### src/rtl/rv_writeback_pkg.sv
// Shared definitions for the uRV writeback stage: datapath widths, load funct3
// codes, FSM states and the payload captured from X.
package rv_writeback_pkg;

    localparam int unsigned XLEN   = 32;
    localparam int unsigned REG_W  = 5;
    localparam int unsigned FUN_W  = 3;
    localparam int unsigned ALSB_W = 2;

    // Load funct3 encodings
    localparam logic [FUN_W-1:0] FUN_LB  = 3'b000;
    localparam logic [FUN_W-1:0] FUN_LH  = 3'b001;
    localparam logic [FUN_W-1:0] FUN_LW  = 3'b010;
    localparam logic [FUN_W-1:0] FUN_LBU = 3'b100;
    localparam logic [FUN_W-1:0] FUN_LHU = 3'b101;

    typedef enum logic {
        S_IDLE      = 1'b0,
        S_WAIT_LOAD = 1'b1
    } wb_state_e;

    // Instruction result held by W after acceptance from X
    typedef struct packed {
        logic [REG_W-1:0]  rd;
        logic [XLEN-1:0]   value;
        logic              write;
        logic [FUN_W-1:0]  fun;
        logic [ALSB_W-1:0] addr;
    } x_entry_t;

endpackage

### src/rtl/rv_writeback_if.sv
// X/data-memory/regfile signal bundle around the writeback stage.
// slave : writeback stage (consumes X + memory, drives stall, regfile, bypass)
// master: surrounding pipeline / testbench
interface rv_writeback_if;
    import rv_writeback_pkg::*;

    logic              x_valid_i;
    logic [REG_W-1:0]  x_rd_i;
    logic [XLEN-1:0]   x_rd_value_i;
    logic              x_rd_write_i;
    logic              x_load_i;
    logic [FUN_W-1:0]  x_fun_i;
    logic [ALSB_W-1:0] x_dm_addr_i;
    logic [XLEN-1:0]   dm_data_l_i;
    logic              dm_load_done_i;
    logic              w_stall_o;
    logic [REG_W-1:0]  rf_rd_o;
    logic [XLEN-1:0]   rf_rd_value_o;
    logic              rf_rd_write_o;
    logic              w_bypass_rd_write_o;
    logic [XLEN-1:0]   w_bypass_rd_value_o;

    modport slave (
        input  x_valid_i, x_rd_i, x_rd_value_i, x_rd_write_i, x_load_i,
               x_fun_i, x_dm_addr_i, dm_data_l_i, dm_load_done_i,
        output w_stall_o, rf_rd_o, rf_rd_value_o, rf_rd_write_o,
               w_bypass_rd_write_o, w_bypass_rd_value_o
    );

    modport master (
        output x_valid_i, x_rd_i, x_rd_value_i, x_rd_write_i, x_load_i,
               x_fun_i, x_dm_addr_i, dm_data_l_i, dm_load_done_i,
        input  w_stall_o, rf_rd_o, rf_rd_value_o, rf_rd_write_o,
               w_bypass_rd_write_o, w_bypass_rd_value_o
    );

endinterface

### src/rtl/rv_load_align.sv
// Combinational load data alignment and sign/zero extension.
// data     : raw 32-bit word from data memory
// addr     : low two bits of the load byte address
// fun      : load funct3
// result_c : aligned, extended register value (undefined funct3 -> full word)
module rv_load_align
    import rv_writeback_pkg::*;
(
    input  logic [XLEN-1:0]   data,
    input  logic [ALSB_W-1:0] addr,
    input  logic [FUN_W-1:0]  fun,
    output logic [XLEN-1:0]   result_c
);

    logic [7:0]  byte_sel;
    logic [15:0] half_sel;

    always_comb begin
        byte_sel = data[7:0];
        case (addr)
            2'd0:    byte_sel = data[7:0];
            2'd1:    byte_sel = data[15:8];
            2'd2:    byte_sel = data[23:16];
            default: byte_sel = data[31:24];
        endcase
        // Halfword lane chosen by addr[1]; addr[0] is don't-care here
        half_sel = addr[1] ? data[31:16] : data[15:0];

        result_c = data;
        case (fun)
            FUN_LB:  result_c = {{24{byte_sel[7]}}, byte_sel};
            FUN_LH:  result_c = {{16{half_sel[15]}}, half_sel};
            FUN_LBU: result_c = {24'h0, byte_sel};
            FUN_LHU: result_c = {16'h0, half_sel};
            default: result_c = data;
        endcase
    end

endmodule

### src/rtl/rv_writeback.sv
// uRV W stage: registers X results, waits for load completion, aligns load
// data and drives the regfile write port and the W->X bypass.
// clk_i, rst_i : clock, synchronous active-high reset
// wb (slave)   : X inputs, data-memory return, stall, regfile and bypass outputs
module rv_writeback
    import rv_writeback_pkg::*;
(
    input  logic       clk_i,
    input  logic       rst_i,
    rv_writeback_if.slave wb
);

    wb_state_e        state_q, state_d;
    x_entry_t         entry_q;
    logic             nonload_q;
    logic             capture_c;
    logic             stall_c;
    logic             wr_c;
    logic             strobe_c;
    logic [XLEN-1:0]  value_c;
    logic [XLEN-1:0]  aligned_c;

    rv_load_align u_align (
        .data     (wb.dm_data_l_i),
        .addr     (entry_q.addr),
        .fun      (entry_q.fun),
        .result_c (aligned_c)
    );

    // State register
    always_ff @(posedge clk_i) begin
        if (rst_i) state_q <= S_IDLE;
        else       state_q <= state_d;
    end

    // Captured X payload; nonload_q marks a non-load result due for writeback
    always_ff @(posedge clk_i) begin
        if (rst_i) begin
            entry_q   <= '0;
            nonload_q <= 1'b0;
        end else begin
            nonload_q <= capture_c && !wb.x_load_i;
            if (capture_c) begin
                entry_q.rd    <= wb.x_rd_i;
                entry_q.value <= wb.x_rd_value_i;
                entry_q.write <= wb.x_rd_write_i;
                entry_q.fun   <= wb.x_fun_i;
                entry_q.addr  <= wb.x_dm_addr_i;
            end
        end
    end

    // Next state, stall, write qualification and write data
    always_comb begin
        state_d = state_q;
        stall_c = 1'b0;
        wr_c    = 1'b0;
        value_c = entry_q.value;

        case (state_q)
            S_IDLE: begin
                wr_c = nonload_q;
            end
            S_WAIT_LOAD: begin
                if (wb.dm_load_done_i) begin
                    wr_c    = 1'b1;
                    value_c = aligned_c;
                    state_d = S_IDLE;
                end else begin
                    stall_c = 1'b1;
                end
            end
            default: state_d = S_IDLE;
        endcase

        // A done arriving with reset is dropped along with the pending load
        if (rst_i) begin
            stall_c = 1'b0;
            wr_c    = 1'b0;
        end

        // Acceptance is allowed in the completing cycle: back-to-back loads
        capture_c = wb.x_valid_i && !stall_c && !rst_i;
        if (capture_c && wb.x_load_i) state_d = S_WAIT_LOAD;

        strobe_c = wr_c && entry_q.write && (entry_q.rd != '0);
    end

    assign wb.w_stall_o           = stall_c;
    assign wb.rf_rd_o             = entry_q.rd;
    assign wb.rf_rd_value_o       = value_c;
    assign wb.rf_rd_write_o       = strobe_c;
    assign wb.w_bypass_rd_write_o = strobe_c;
    assign wb.w_bypass_rd_value_o = value_c;

endmodule

### src/flat_wrapper.sv
// flat-port wrapper written by rule: the top's interface ports become plain ports
module rv_writeback_flat import rv_writeback_pkg::*;
  (clk_i, rst_i, wb_x_valid_i, wb_x_rd_i, wb_x_rd_value_i, wb_x_rd_write_i, wb_x_load_i, wb_x_fun_i, wb_x_dm_addr_i, wb_dm_data_l_i, wb_dm_load_done_i, wb_w_stall_o, wb_rf_rd_o, wb_rf_rd_value_o, wb_rf_rd_write_o, wb_w_bypass_rd_write_o, wb_w_bypass_rd_value_o);
  rv_writeback_if wb_i ();
  input  logic clk_i;
  input  logic rst_i;
  input wire logic [$bits(wb_i.x_valid_i)-1:0] wb_x_valid_i;
  input wire logic [$bits(wb_i.x_rd_i)-1:0] wb_x_rd_i;
  input wire logic [$bits(wb_i.x_rd_value_i)-1:0] wb_x_rd_value_i;
  input wire logic [$bits(wb_i.x_rd_write_i)-1:0] wb_x_rd_write_i;
  input wire logic [$bits(wb_i.x_load_i)-1:0] wb_x_load_i;
  input wire logic [$bits(wb_i.x_fun_i)-1:0] wb_x_fun_i;
  input wire logic [$bits(wb_i.x_dm_addr_i)-1:0] wb_x_dm_addr_i;
  input wire logic [$bits(wb_i.dm_data_l_i)-1:0] wb_dm_data_l_i;
  input wire logic [$bits(wb_i.dm_load_done_i)-1:0] wb_dm_load_done_i;
  output wire logic [$bits(wb_i.w_stall_o)-1:0] wb_w_stall_o;
  output wire logic [$bits(wb_i.rf_rd_o)-1:0] wb_rf_rd_o;
  output wire logic [$bits(wb_i.rf_rd_value_o)-1:0] wb_rf_rd_value_o;
  output wire logic [$bits(wb_i.rf_rd_write_o)-1:0] wb_rf_rd_write_o;
  output wire logic [$bits(wb_i.w_bypass_rd_write_o)-1:0] wb_w_bypass_rd_write_o;
  output wire logic [$bits(wb_i.w_bypass_rd_value_o)-1:0] wb_w_bypass_rd_value_o;
  assign wb_i.x_valid_i = wb_x_valid_i;
  assign wb_i.x_rd_i = wb_x_rd_i;
  assign wb_i.x_rd_value_i = wb_x_rd_value_i;
  assign wb_i.x_rd_write_i = wb_x_rd_write_i;
  assign wb_i.x_load_i = wb_x_load_i;
  assign wb_i.x_fun_i = wb_x_fun_i;
  assign wb_i.x_dm_addr_i = wb_x_dm_addr_i;
  assign wb_i.dm_data_l_i = wb_dm_data_l_i;
  assign wb_i.dm_load_done_i = wb_dm_load_done_i;
  assign wb_w_stall_o = wb_i.w_stall_o;
  assign wb_rf_rd_o = wb_i.rf_rd_o;
  assign wb_rf_rd_value_o = wb_i.rf_rd_value_o;
  assign wb_rf_rd_write_o = wb_i.rf_rd_write_o;
  assign wb_w_bypass_rd_write_o = wb_i.w_bypass_rd_write_o;
  assign wb_w_bypass_rd_value_o = wb_i.w_bypass_rd_value_o;
  rv_writeback u_core (.clk_i(clk_i), .rst_i(rst_i), .wb(wb_i));
endmodule
### config.mk
export PLATFORM = sky130hd
export DESIGN_NAME = rv_writeback_flat
export DESIGN_NICKNAME = d
export VERILOG_FILES = /design/src/rtl/rv_writeback_pkg.sv /design/src/rtl/rv_writeback_if.sv /design/src/rtl/rv_load_align.sv /design/src/rtl/rv_writeback.sv /design/src/flat_wrapper.sv
export SDC_FILE = /design/constraint.sdc
export NUM_CORES = 1
export LEC_CHECK = 0
export BUFFER_PORTS_ARGS = -buffer_cell sky130_fd_sc_hd__buf_2
export CORE_ASPECT_RATIO = 0.6
export CORE_MARGIN = 2
export CORE_UTILIZATION = 35
export CTS_BUF_LIST = sky130_fd_sc_hd__clkbuf_8 sky130_fd_sc_hd__clkbuf_16
export DETAILED_ROUTE_END_ITERATION = 10
export GPL_ROUTABILITY_DRIVEN = 0
export PLACE_DENSITY = 0.66
export SETUP_SLACK_MARGIN = 0.02
export SLEW_MARGIN = 20
export SYNTH_ARGS = -nofsm -noshare
export SYNTH_HDL_FRONTEND = slang
export SYNTH_SLANG_ARGS = --single-unit
### constraint.sdc
create_clock -name clk_i -period 2.1 [get_ports clk_i]
set_clock_uncertainty 0.2 [all_clocks]
set_input_delay 0.42 -clock clk_i [delete_from_list [all_inputs] [get_ports clk_i]]
set_output_delay 0.42 -clock clk_i [all_outputs]
set_load 0.02 [all_outputs]
Word-level counts from Yosys, hierarchy flattened
Cells that the tools add are included.

storage, ports and cells
  word-level logic and storage cells = 37
  bits in registers = 45
  output and inout bits = 72
  bits of input ports = 80

operators by class
  mux-type cells = 12
  bitwise gates (word level) = 1
  equality and inequality tests = 5
  reductions and logical operators = 12

operators with widths
  cell                                                                   number
  32-bit case mux with 4 select lines                                    1
  32-bit two-way mux                                                     2
  8-bit case mux with 3 select lines                                     1
  16-bit two-way mux                                                     1
  3-bit equality test, second input constant                             2
  1-bit logical AND                                                      6
  1-bit two-way mux                                                      6
  5-bit nonzero test                                                     1
  3-bit by 1-bit equality test with 1-bit output, second input constant  1
  1-bit logical NOT                                                      3
  3-bit logical NOT                                                      1
  2-bit by 1-bit equality test with 1-bit output, second input constant  1
  2-bit equality test, second input constant                             1
  2-bit logical NOT                                                      1
  1-bit case mux with 2 select lines                                     1
  1-bit inverter                                                         1

Depth between registers and ports, before layout
Gate-level depths: netlist of the first run.

  depth in word-level cells = 8
  mapped depth = 7

Modules after synthesis
Synthesis of the first run repeated with hierarchy kept, for this count alone.

second synthesis, totals
  cells, all modules = 355
  area, all modules = 3,323.2 um^2

by module, submodules not included
  module         cells each  instances  area each (um^2)  sequential area each (um^2)
  rv_writeback   224         1          2,600.0           900.9
  rv_load_align  131         1          723.2             0.0

Least setup slack after synthesis of the first run
OpenSTA, ideal clock, no wires.

  path kind = input-to-output
  from = input port wb_dm_load_done_i
  to = output port wb_w_bypass_rd_value_o[22]
  arrival time = 2.042 ns
  stages on the path = 7
  setup slack = -0.562 ns
  required time = 1.480 ns
  cells stage by stage = and2_1 > buf_2 > o21ai_1 > buf_2 > a21oi_1 > a211oi_1 > buf_4

on the way
  cells in the longest elaborated chain, start to end = 2

ends and longest elaborated chain
  item                RTL line            RTL
  start, declared     flat_wrapper.sv:15  input wire logic [$bits(wb_i.dm_load_done_i)-1:0] wb_dm_load_done_i;
  32-bit two-way mux  rv_writeback.sv:65  if (wb.dm_load_done_i) begin
  32-bit two-way mux  rv_writeback.sv:60  case (state_q)
  end, declared       flat_wrapper.sv:21  output wire logic [$bits(wb_i.w_bypass_rd_value_o)-1:0] wb_w_bypass_rd_value_o;

No other way between the ends.

Worst setup path after layout of the first run
  from = register, netlist name u_core.entry_q[0]
  to = output port wb_rf_rd_value_o[18]

on the way
  cells in the longest elaborated chain, start to end = 5
  elaborated cells on any way between the ends = 7

ends and longest elaborated chain
  item                                               RTL line             RTL
  2-bit equality test, or another cell as far along  rv_load_align.sv:20  case (addr)
  8-bit case mux with 3 select lines *               rv_load_align.sv:20
  32-bit case mux with 4 select lines *              rv_load_align.sv:30  case (fun)
  32-bit two-way mux *                               rv_writeback.sv:65
  32-bit two-way mux *                               rv_writeback.sv:60
  end, declared                                      flat_wrapper.sv:18   output wire logic [$bits(wb_i.rf_rd_value_o)-1:0] wb_rf_rd_value_o;

Mark *: on every way between the ends. The rest lies on a longest branch, timed or not.

==> impl_metrics.env, run 1 <==
export IMPL_status="complete, but fails checks"
export IMPL_violations="negative setup slack"
export IMPL_ys_top_cells_by_area="dfxtp_1 30%, nand2_1 16%, a21oi_1 11%"
export IMPL_synth_seq_cells=45
export IMPL_clkTransAtPathRegs_ps=60
export IMPL_cts_buffer_depth=2
export IMPL_netlist_cell_type_count=34
export IMPL_slew_headroom=0.679
export IMPL_synth_net_count=506
export IMPL_comb_power_share=0.348
export IMPL_setup_viol=66
export IMPL_pin_count=152
export IMPL_slew_violations=0
export IMPL_mappedNetlistArea_um2=2990
export IMPL_cts_tree="done"
export IMPL_grt_first_pass_wirelength_mm=16.4
export IMPL_clk_latency_ps=290
export IMPL_pwr_density_cell_nw_per_um2=574
export IMPL_start_kind="flop"
export IMPL_synth_edf_count=0
export IMPL_yosys_most_used_dff="dfxtp_1"
export IMPL_p_total_mw=2.65
export IMPL_critical_path_class="flop to primary output"
export IMPL_dr_pass1_iters=5
export IMPL_die_h_um=75.6
export IMPL_antenna_found_initial=1
export IMPL_die_area_um2=9310
export IMPL_syn_avg_cell_area_um2=7.01
export IMPL_synth_top_area_cell="dfxtp_1"
export IMPL_diodes=0
export IMPL_placed_cell_area_um2=3910
export IMPL_internal_power_mw=1.74
export IMPL_fin_util=0.550
export IMPL_p_leak_nw=1.98
export IMPL_cp_required_ps=1480
export IMPL_power_frac_seq=0.355
export IMPL_sw_frac_of_total=0.343
export IMPL_p_switching_mw=0.909
export IMPL_arrival_ps=1960
export IMPL_synth_top_area_frac=0.302
export IMPL_die_w_um=123
export IMPL_dr_first_iter_drc_count=221
export IMPL_yosysSeqAreaShare=0.302
export IMPL_dp_cells=650
export IMPL_synthCells=426
export IMPL_drc=0
export IMPL_drive_gt1_frac=0.497
export IMPL_rows=26
export IMPL_critPathMaxFanout=14
export IMPL_viasPerCell=5.18
export IMPL_fmax_mhz=387
export IMPL_hpwlAfterDp_mm=8.00
export IMPL_worst_slew_pin_slew_ps=469
export IMPL_endpoint_kind="primary output"
export IMPL_grt_remaining_overflow=0
export IMPL_root_buffer="clkbuf_16"
export IMPL_finalInstanceArea_um2=4620
export IMPL_async_reset_ff_frac=0
export IMPL_grt_pass1_vias=3206
export IMPL_final_antenna_net_count=0
export IMPL_post_route_period_util=1.23
export IMPL_grt_max_degree=46
export IMPL_cap_violations=0
export IMPL_start_util=0.356
export IMPL_final_nets=632
export IMPL_ir_worst_vdd_uv=266
export IMPL_cts_buffers=5
export IMPL_ys_warn_count=0
export IMPL_htree_levels=2
export IMPL_vias=3448
export IMPL_cts_sinks=45
export IMPL_area_growth_pct=54.6
export IMPL_post_route_min_period_ps=2580
export IMPL_fin_ws_ps=-483
export IMPL_core_um2=8390
export IMPL_min_delay_path_class="primary input to flop"
export IMPL_power_frac_clock=0.297
export IMPL_portBuffers=151
export IMPL_layout_cells_non_filler=665
export IMPL_wl_per_cell_um=16.4
export IMPL_fin_hold_ws_ps=97.8
export IMPL_gr_usage_all_layers=0.233
export IMPL_rsz0062_at_grt="yes"
export IMPL_drt_total_wl_mm=10.9
export IMPL_hold_violations=0
-- layout by cell type (no fill, tap or decap), drive strengths merged --
cell type,instances
buf,189
nand3b,8
or3b,1
inv,4
mux2i,2
nor4b,2
dfxtp,45
o21ai,13
clkbuf,5
a311oi,1
or4,2
o221a,7
nor2,19
a31oi,7
and2,2
nor3,8
nor4,1
nand2,128
a211oi,15
o211ai,1
or4b,1
nor2b,2
mux2,8
nand2b,9
a2111oi,2
clkinvlp,2
o22ai,1
a21oi,68
-- sequential cells by signal, indices dropped and copies added (netlist names) --
signal / flops
u_core.wb.rf_rd_o: 5
u_core.state_q: 1
u_core.entry_q: 38
u_core.nonload_q: 1
-- cell type report --
type / count / area [um^2]
multi-input cells: 308 / 2100
clock inverters: 3 / 18.8
well taps: 112 / 140
fillers: 831 / 3780
clock buffers: 5 / 125
repair buffers: 189 / 1310
inverters: 3 / 11.3
flip-flops and latches: 45 / 916
-- critical path: stages, from the launching register on --
cell and delay [ps]:
dfxtp_4 390, mux2i_4 260, nor4b_2 70, buf_4 150, a2111oi_4 300, buf_12 220
a211oi_2 100, buf_4 170
-- repair_timing --
item                                    4_1_cts  5_1_grt
gates resized for setup                     100       23
endpoints found under the setup margin       66       66
hold buffers                                  0        0
setup buffers                                 5        2
cloned                                        2        0
pin swaps                                    11       11
-- through the flow --
step / TNS [ps] / worst slack [ps]
detailed placement: -16680 / -353
global placement: -12830 / -289
finish: -27100 / -483
floorplan: -8350 / -315
global route: -31000 / -545
CTS: -24230 / -443
-- routing by layer --
layer / wire length (um) / track usage
met1: 4880 / 0.309
met2: 4870 / 0.380
met3: 976 / 0.0606
met4: 173 / 0.0631
met5: 13 / 0
-- logic make-up after synthesis --
kind of cell           Yosys count  share of synthesized area
AOI/OAI and AO/OA              115                      0.244
buffers and inverters           73                      0.148
DFF                             45                      0.302
muxes                           10                     0.0369
and+or+nand+nor                183                      0.269
-- path summary, 6_finish.rpt --
check / to / slack [ps] / start / cells past startpoint
max reg2reg: u_core.entry_q[32]$_SDFFE_PP0P_ / 340 / u_core.state_q$_SDFF_PP0_ / 5
min reg2reg: u_core.entry_q[36]$_SDFFE_PP0P_ / 250 / u_core.entry_q[36]$_SDFFE_PP0P_ / 2
min: u_core.nonload_q$_SDFF_PP0_ / 100 / wb_x_load_i / 2
max: wb_rf_rd_value_o[18] / -480 / u_core.entry_q[0]$_SDFFE_PP0P_ / 7
-- power by group through the flow --
| stage | clock [mW] | sequential (mW) | combinational (mW) |
|---|---|---|---|
| after floorplan | 0 | 0.944 | 0.547 |
| after global placement | 0 | 0.954 | 0.753 |
| after detailed placement | 0 | 0.957 | 0.764 |
| after CTS | 0.802 | 0.937 | 0.883 |
| after global routing | 0.847 | 0.947 | 0.993 |
| final | 0.787 | 0.941 | 0.920 |
-- synthesized netlist by cell type, types with 3 or more instances --
cell and number:
buf_2 15, nand3b_1 8, nand2b_1 9, o221a_2 7, buf_4 38, a211oi_1 9, mux2_2 8, nand2_1 128
buf_1 3, inv_1 3, a211oi_2 6, nor3_1 8, clkbuf_1 13, dfxtp_1 45, nor2_1 19, o21ai_0 11
a31oi_1 7, a21oi_1 68
(Power assumes the default switching activity.)
==> run 2: changes to the inputs <==
--- a/config.mk
+++ b/config.mk
@@ -6,13 +6,15 @@
 export NUM_CORES = 1
 export LEC_CHECK = 0
 export BUFFER_PORTS_ARGS = -buffer_cell sky130_fd_sc_hd__buf_2
+export CELL_PAD_IN_SITES_DETAIL_PLACEMENT = 2
+export CELL_PAD_IN_SITES_GLOBAL_PLACEMENT = 2
 export CORE_ASPECT_RATIO = 0.6
 export CORE_MARGIN = 2
-export CORE_UTILIZATION = 35
+export CORE_UTILIZATION = 21
 export CTS_BUF_LIST = sky130_fd_sc_hd__clkbuf_8 sky130_fd_sc_hd__clkbuf_16
 export DETAILED_ROUTE_END_ITERATION = 10
 export GPL_ROUTABILITY_DRIVEN = 0
-export PLACE_DENSITY = 0.66
+export PLACE_DENSITY = 0.76
 export SETUP_SLACK_MARGIN = 0.02
 export SLEW_MARGIN = 20
 export SYNTH_ARGS = -nofsm -noshare
==> impl_metrics.env, run 2 (synthesized netlist as in run 1, its figures left out) <==
export IMPL_rsz0062_at_grt="yes"
export IMPL_power_frac_seq=0.335
export IMPL_die_w_um=158
export IMPL_portBuffers=151
export IMPL_area_growth_pct=59.0
export IMPL_final_nets=635
export IMPL_viasPerCell=4.66
export IMPL_hpwlAfterDp_mm=10.7
export IMPL_clkTransAtPathRegs_ps=70
export IMPL_root_buffer="clkbuf_16"
export IMPL_die_area_um2=15200
export IMPL_start_kind="flop"
export IMPL_drt_total_wl_mm=14.2
export IMPL_placed_cell_area_um2=4040
export IMPL_grt_first_pass_wirelength_mm=21.4
export IMPL_pwr_density_cell_nw_per_um2=594
export IMPL_clk_latency_ps=300
export IMPL_ff2ff_setup_slack_ps=300
export IMPL_critPathMaxFanout=8
export IMPL_violations="negative setup slack"
export IMPL_cts_buffers=5
export IMPL_dr_first_iter_drc_count=105
export IMPL_min_delay_path_class="primary input to flop"
export IMPL_power_frac_clock=0.331
export IMPL_grt_pass1_vias=3758
export IMPL_arrival_ps=2080
export IMPL_htree_levels=2
export IMPL_fmax_mhz=370
export IMPL_cp_required_ps=1480
export IMPL_internal_power_mw=1.87
export IMPL_fin_ws_ps=-600
export IMPL_comb_power_share=0.334
export IMPL_layout_commonest_cell="nand2_1"
export IMPL_endpoint_kind="primary output"
export IMPL_slew_violations=0
export IMPL_cts_buffer_depth=2
export IMPL_final_cell_mix="127 x nand2_1, 118 x buf_2, 58 x a21oi_1"
export IMPL_n_fill_cell=1609
export IMPL_setup_viol=66
export IMPL_cts_tree="done"
export IMPL_slew_headroom=0.649
export IMPL_regMostFlops="u_core.entry_q"
export IMPL_sw_frac_of_total=0.337
export IMPL_post_route_min_period_ps=2700
export IMPL_p_leak_nw=2.01
export IMPL_dr_pass1_iters=4
export IMPL_ir_worst_vdd_uv=278
export IMPL_gr_usage_all_layers=0.187
export IMPL_grt_remaining_overflow=0
export IMPL_rows=33
export IMPL_fin_hold_ws_ps=110
export IMPL_critical_path_class="flop to primary output"
export IMPL_cts_sinks=45
export IMPL_start_util=0.217
export IMPL_cts_hold_fix_buffers=0
export IMPL_finalInstanceArea_um2=4750
export IMPL_hold_violations=0
export IMPL_grt_max_degree=46
export IMPL_final_antenna_net_count=0
export IMPL_cap_violations=0
export IMPL_drc=0
export IMPL_wl_per_cell_um=18.9
export IMPL_preCtsSetupSlack_ps=-424
export IMPL_antenna_found_initial=3
export IMPL_vias=3495
export IMPL_status="complete, but fails checks"
export IMPL_p_switching_mw=0.952
export IMPL_p_total_mw=2.82
export IMPL_post_route_period_util=1.29
export IMPL_pin_count=152
export IMPL_setup_tns_ps=-29630
export IMPL_worst_slew_pin_slew_ps=527
export IMPL_drive_gt1_frac=0.496
export IMPL_die_h_um=96.4
export IMPL_core_um2=13800
export IMPL_largest_reg_flops=38
run 2: changes by cell type in the layout (fill, tap and decap cells not counted), moves of 2 or more:
cell	previous run	this run
diode_2	0	2
nor3_4	3	0
buf_6	24	19
nor3_1	3	6
buf_2	114	118
buf_4	44	47
clkinvlp_4	2	0
bufbuf_16	0	2
run 2: repair_timing:
action / in CTS / in global routing
setup buffers: 6 / 2
setup endpoints to repair: 67 / 66
gates cloned: 2 / 0
resized for setup: 95 / 11
pin swaps: 7 / 7
run 2: worst paths after layout:
kind | startpoint | cells past startpoint | end
worst max-delay path | u_core.entry_q[0]$_SDFFE_PP0P_ | 6 | wb_rf_rd_value_o[18]
worst min-delay path | wb_x_load_i | 2 | u_core.nonload_q$_SDFF_PP0_
worst max register to register | u_core.state_q$_SDFF_PP0_ | 6 | u_core.entry_q[34]$_SDFFE_PP0P_
worst min register to register | u_core.entry_q[9]$_SDFFE_PP0P_ | 2 | u_core.entry_q[9]$_SDFFE_PP0P_
run 2: final cells by class:
cell class              instances  area [um^2]  area share
diodes                          2         5.00     0.00105
multi-input cells             308         2060       0.434
flip-flops and latches         45          920       0.194
well taps                     192          240      0.0506
repair buffers                192         1340       0.283
clock buffers                   5          125      0.0264
inverters                       3         11.3     0.00237
clock inverters                 3         42.5     0.00896
run 2: worst max-delay path: stages, from the launching register on:
cell       delay (ps)
dfxtp_4           370
mux2i_4           190
nor4b_4           320
a2111oi_4         100
bufbuf_16         300
a211oi_4          290
buf_4             200
run 2: power by group through the flow:
stage / clock (mW) / combinational (mW) / sequential (mW)
finish: 0.934 / 0.941 / 0.946
global route: 0.996 / 1.02 / 0.952
CTS: 0.964 / 0.931 / 0.944
detailed placement: 0 / 0.808 / 0.962
global placement: 0 / 0.785 / 0.957
floorplan: 0 / 0.547 / 0.944
run 2: per-layer routing:
layer,routed length (um),track usage,up-vias
li1,-,-,1681
met1,6510,0.244,1689
met2,6570,0.317,111
met3,978,0.0477,12
met4,89,0.0345,2
met5,13,0,-
run 2: metrics by stage:
step	instances	util
after global placement	732	0.293
after CTS	747	0.340
after global routing	748	0.344
after floorplan	426	-
final	750	0.344
after detailed placement	732	0.293
